**src/rtl/ahb2apb_arbiter.sv**
```systemverilog
// ahb2apb_arbiter: shares one AHB-to-APB bridge between two AHB-Lite masters with round-robin grant and a hang watchdog
module ahb2apb_arbiter #(
  parameter int TIMEOUT = 256
) (
  input  logic        HCLK,
  input  logic        HRESETN,
  input  logic        m0_hsel,
  input  logic        m0_hready,
  input  logic [1:0]  m0_htrans,
  input  logic [31:0] m0_haddr,
  input  logic [31:0] m0_hwdata,
  input  logic        m0_hwrite,
  output logic        m0_hreadyout,
  output logic [31:0] m0_hrdata,
  output logic [1:0]  m0_hresp,
  input  logic        m1_hsel,
  input  logic        m1_hready,
  input  logic [1:0]  m1_htrans,
  input  logic [31:0] m1_haddr,
  input  logic [31:0] m1_hwdata,
  input  logic        m1_hwrite,
  output logic        m1_hreadyout,
  output logic [31:0] m1_hrdata,
  output logic [1:0]  m1_hresp,
  output logic        s_hsel,
  output logic        s_hready,
  output logic        s_hwrite,
  output logic [1:0]  s_htrans,
  output logic [31:0] s_haddr,
  output logic [31:0] s_hwdata,
  input  logic        s_hreadyout,
  input  logic [31:0] s_hrdata,
  input  logic [1:0]  s_hresp
);
  typedef enum logic [2:0] {IDLE, ADDR, DATA, ERR1, ERR2} state_t;
  localparam logic [15:0] TO_LAST = 16'(TIMEOUT - 1);
  state_t state_q, state_d;
  logic pend0_q, pend0_d, pend1_q, pend1_d;
  logic rr_q, rr_d, gnt_q, gnt_d;
  logic wr0_q, wr1_q;
  logic [31:0] addr0_q, addr1_q;
  logic [15:0] cnt_q, cnt_d;
  logic cap0, cap1, done0, done1, resp_ok, resp_err;
  logic unused_htrans;
  assign unused_htrans = m0_htrans[0] ^ m1_htrans[0];
  assign cap0 = m0_hsel & m0_htrans[1] & m0_hready;
  assign cap1 = m1_hsel & m1_htrans[1] & m1_hready;
  assign resp_ok = (state_q == DATA) & s_hreadyout;
  assign resp_err = (state_q == ERR1) | (state_q == ERR2);
  assign done0 = ~gnt_q & (resp_ok | (state_q == ERR2));
  assign done1 = gnt_q & (resp_ok | (state_q == ERR2));
  assign pend0_d = cap0 | (pend0_q & ~done0);
  assign pend1_d = cap1 | (pend1_q & ~done1);
  assign m0_hreadyout = ~pend0_q | done0;
  assign m1_hreadyout = ~pend1_q | done1;
  assign m0_hrdata = (resp_ok & ~gnt_q) ? s_hrdata : '0;
  assign m1_hrdata = (resp_ok & gnt_q) ? s_hrdata : '0;
  assign m0_hresp = (resp_ok & ~gnt_q) ? s_hresp : (resp_err & ~gnt_q) ? 2'b01 : 2'b00;
  assign m1_hresp = (resp_ok & gnt_q) ? s_hresp : (resp_err & gnt_q) ? 2'b01 : 2'b00;
  // state, pending slots, captured address phases, priority pointer and watchdog
  always_ff @(posedge HCLK or negedge HRESETN) begin
    if (!HRESETN) begin
      state_q <= IDLE;
      pend0_q <= 1'b0;
      pend1_q <= 1'b0;
      rr_q <= 1'b0;
      gnt_q <= 1'b0;
      cnt_q <= '0;
      addr0_q <= '0;
      addr1_q <= '0;
      wr0_q <= 1'b0;
      wr1_q <= 1'b0;
    end else begin
      state_q <= state_d;
      pend0_q <= pend0_d;
      pend1_q <= pend1_d;
      rr_q <= rr_d;
      gnt_q <= gnt_d;
      cnt_q <= cnt_d;
      if (cap0) begin
        addr0_q <= m0_haddr;
        wr0_q <= m0_hwrite;
      end
      if (cap1) begin
        addr1_q <= m1_haddr;
        wr1_q <= m1_hwrite;
      end
    end
  end
  // grant selection, bridge-side signalling and watchdog for the one transfer in flight
  always_comb begin
    state_d = state_q;
    gnt_d = gnt_q;
    rr_d = rr_q;
    cnt_d = cnt_q;
    s_hsel = 1'b0;
    s_htrans = 2'b00;
    s_haddr = '0;
    s_hwrite = 1'b0;
    s_hready = 1'b1;
    s_hwdata = '0;
    case (state_q)
      IDLE: if (pend0_q | pend1_q) begin
        gnt_d = (pend0_q & pend1_q) ? rr_q : pend1_q;
        state_d = ADDR;
      end
      ADDR: begin
        s_hsel = 1'b1;
        s_htrans = 2'b10;
        s_haddr = gnt_q ? addr1_q : addr0_q;
        s_hwrite = gnt_q ? wr1_q : wr0_q;
        cnt_d = '0;
        state_d = DATA;
      end
      DATA: begin
        s_hwdata = gnt_q ? m1_hwdata : m0_hwdata;
        if (s_hreadyout) begin
          rr_d = ~gnt_q;
          state_d = IDLE;
        end else if (TIMEOUT != 0 && cnt_q == TO_LAST) state_d = ERR1;
        else cnt_d = cnt_q + 16'd1;
      end
      ERR1: state_d = ERR2;
      ERR2: begin
        rr_d = ~rr_q;
        state_d = IDLE;
      end
      default: state_d = IDLE;
    endcase
  end
endmodule

```
**config.mk**
```make
export PLATFORM = sky130hd
export DESIGN_NAME = ahb2apb_arbiter
export DESIGN_NICKNAME = d
export VERILOG_FILES = /design/src/rtl/ahb2apb_arbiter.sv
export SDC_FILE = /design/constraint.sdc
export NUM_CORES = 1
export LEC_CHECK = 0
export ABC_CLOCK_PERIOD_IN_PS = 2100
export CORE_MARGIN = 4
export CORE_UTILIZATION = 38
export CTS_CLUSTER_SIZE = 10
export DETAILED_ROUTE_END_ITERATION = 8
export PLACE_DENSITY = 0.82
export REMOVE_ABC_BUFFERS = 1
export SLEW_MARGIN = 20
export SYNTH_ARGS = -nofsm -noshare
export SYNTH_HDL_FRONTEND = slang
export SYNTH_SLANG_ARGS = --single-unit
```
**constraint.sdc**
```tcl
create_clock -name HCLK -period 2.1 [get_ports HCLK]
set_input_delay 0.42 -clock HCLK [delete_from_list [all_inputs] [get_ports HCLK]]
set_output_delay 0.42 -clock HCLK [all_outputs]
set_load 0.05 [all_outputs]
```
==> summary.md <==
| Metric | Value |
|---|---|
| Status | finished, violations left |
| Failing checks | negative setup slack |
| CP Data Required Time | ~1.7 ns |
| Netlist cell types | 45 |
| Routed Antenna Nets | 0 |
| Combinational group share of total power | between 60% and 70% |
| Grt ovf | 0 |
| Peak VDD IR | approximately 0.91 mV |
| Cell Rows | 42 |
| Sequential area share after synthesis | 43.2% |
| Period utilization | 112% |
| Sequential power share | around 17% |
| Number of cells after detailed placement | 973 |
| Final Max Tran Viols | 0 |
| Layout cells sized above 1 | 53.1% |
| #FFs+latches synth | between 80 and 90 |
| Mapped Cells | about 500 |
| HP Class | primary input to async pin |
| EDFF count, synth | 0 |
| CP Class | register to primary output |
| RSZ-0062 raised after global routing | yes |
| Syn_area_per_cell | 10.4 µm² |
| Initial DRC count | 583 |
| Met2 Usage GRT | between 50% and 60% |
| Final setup margin | -0.261 ns |
| Largest net degree at the start of global routing | 55 |
| Layout Skew | 0.0111 ns |
| DRC Markers | 0 |
| Clk pin slew, worst setup/hold paths | 0.07 ns |
| # setup viols final | 135 |
| Final hold vios | 0 |
| Layout net count | 1015 |
| Synth Flop Type | dfrtp_1 |
| Final hold slack | roughly 0.49 ns |
| CTS HTree Levels | 3 |
| Placed wire-length estimate | 16.4 mm |
| First-pass GRT wire length | 36.5 mm |
| Total wire length | 29.0 mm |
| Starting Density | 38.9% |
| Clk sink count | roughly 90 |
| Number of global-route vias before repair | between 5000 and 6000 |
| Fin util | 87.6% |
| Least-Margin Pin Slew | between 0.7 and 0.8 ns |
| Num CTS Buffers | 9 |
| Cell-internal power | 0.00777 W |
| Async SR Flop Fraction | 100% |
| IO Count | 314 |
| Cell Pwr Density | 1200 nW/µm² |
| Post-synth top area cell | dfrtp_1 |
| Die Area | about 15000 µm² |
| Setup_tns | -17.50 ns |
| Crit path launch type | register |
| Synth area leaders | dfrtp_1, mux2_2, mux2i_1 |
| Via count | 5770 |
| Sw Share | 44.1% |
| Port Buffers | 309 |
| Worst skew pair latency | 0.34 ns |
| Max-cap viol count | 0 |
| Vias/cell | 5.62 |
| Drt pass-1 iters | 5 |
| Yosys top cell area share | 43.2% |
| CTS tree | built |
| Die Ht | 124 µm |
| RePlAce Congestion | 0.923 |
| Setup crit end kind | primary output |
| Switching Power | 0.00614 W |
| GRT Total Usage | roughly 30% |
| Gr busiest metal | met2 |
| Clock power share | 14.0% |
| Clock root buffer | clkbuf_16 |
| Most frequent cell after synthesis | dfrtp_1 |
| Yosys warns | 0 |
| Static Leak | 4.81 nW |
| Grt met1 use | 33.9% |
| Core area | 13200 µm² |
| Post-synth top cells | dfrtp_1, mux2i_1, and2_1, nor2_1, mux2_2 |
| Clock buffer depth | 2 |
| Synthesized cell area | 5150 µm² |
| Fmax | 423 MHz |
| Area Overhead vs Synth | 125% |
| Finished Layout Cells | approximately 1000 |
| Initial antenna violation count | 6 |
| Min Clock Period, post-route | 2.36 ns |
| Relative slew margins | 52.8% |
| Worst-path maximum fanout | 8 |
| Met3 Track Usage GR | between 7 and 8% |
| Total design power | 0.0139 W |
| Worst path arrival time | just under 2 ns |
| DIE WIDTH | 124 µm |
| Routed length per instance | 28.2 µm |
==> registers in the layout (all words and copies together) (netlist names) <==
register  count
pend1_q       1
rr_q          1
wr1_q         1
state_q       3
wr0_q         1
cnt_q        16
addr0_q      32
addr1_q      32
pend0_q       1
gnt_q         1
==> power groups by stage <==
stage	clock (W)	combinational, W	sequential (W)
global placement	0	0.00727	0.00228
finish	0.00195	0.00958	0.00237
CTS	0.00191	0.00841	0.00233
global route	0.00202	0.00985	0.00239
floorplan	0	0.00354	0.00248
detailed placement	0	0.00738	0.00232
==> layout make-up <==
type / count / area, µm²
fill: 541 / 1650
tap: 176 / 220
antenna: 7 / 17.5
sequential: 89 / 2230
clock inverter: 6 / 114
clock buffer: 10 / 239
timing repair buffer: 367 / 5260
inverter: 9 / 37.5
multi-input combinational: 363 / 3470
==> cells in the final DEF (no fill, tap or decap), types with 5 or more instances in the layout <==
master,count
clkbuf_16,16
mux2i_2,19
nand3_1,8
o31ai_1,5
buf_4,28
nand2_1,16
and2_4,66
diode_2,7
mux2i_1,49
mux2_2,66
buf_6,6
inv_1,7
nor2_4,61
buf_12,147
clkdlybuf4s50_1,170
dfrtp_1,87
==> cell families after synthesis <==
family / after synthesis / share of synthesized area, %
fa+ha+maj: 1 / 0.243
mux: 135 / 27.8
buf+inv: 45 / 3.81
simple gates: 190 / 19.8
compound gates: 35 / 4.88
other cells: 2 / 0.146
flops: 89 / 43.2
==> final timing paths <==
| kind | from | to | slack (ns) | depth (start not counted) |
|---|---|---|---|---|
| worst max register to register | cnt_q[0]$_DFFE_PN0P_ | cnt_q[1]$_DFFE_PN0P_ | 0.06 | 6 |
| worst min-delay path | HRESETN | addr0_q[17]$_DFFE_PN0P_ | 0.49 | 2 |
| min in group HCLK | pend0_q$_DFF_PN0_ | gnt_q$_DFFE_PN0P_ | 0.49 | 1 |
| worst max-delay path | state_q[2]$_DFFE_PN0P_ | m0_hrdata[23] | -0.26 | 7 |
| worst min register to register | pend0_q$_DFF_PN0_ | gnt_q$_DFFE_PN0P_ | 0.49 | 1 |
| max in group asynchronous | HRESETN | gnt_q$_DFFE_PN0P_ | 1.00 | 3 |
==> timing repair <==
item | in CTS | in global routing
hold endpoints to repair | 11 | 0
pin swaps | 13 | 46
setup endpoints to repair | 135 | 132
buffers inserted | 7 | 12
hold buffers | 1 | 0
resized for setup | 117 | 125
cloned | 5 | 9
==> per-layer routing <==
| layer | part of all wire, % | wire (µm) |
|---|---|---|
| met5 | 0 | 0 |
| met4 | 5.5 | 1580 |
| met3 | 7.5 | 2180 |
| met2 | 52 | 15100 |
| met1 | 35 | 10200 |
==> per-stage QoR <==
stage	cell area [µm²]	setup slack, ns
floorplan	4990	-2.15
global placement	9990	-0.173
detailed placement	9990	-0.216
CTS	10900	-0.171
global route	11600	-0.308
finish	11600	-0.261
==> critical path, stage by stage, from the launching register on <==
cell and delay [ns]:
dfrtp_1 0.41, nand2b_4 0.17, nand2b_4 0.17, nor3_4 0.25, buf_6 0.15, clkbuf_16 0.15
and2_4 0.17, buf_12 0.14
(Power assumes the default switching activity.)
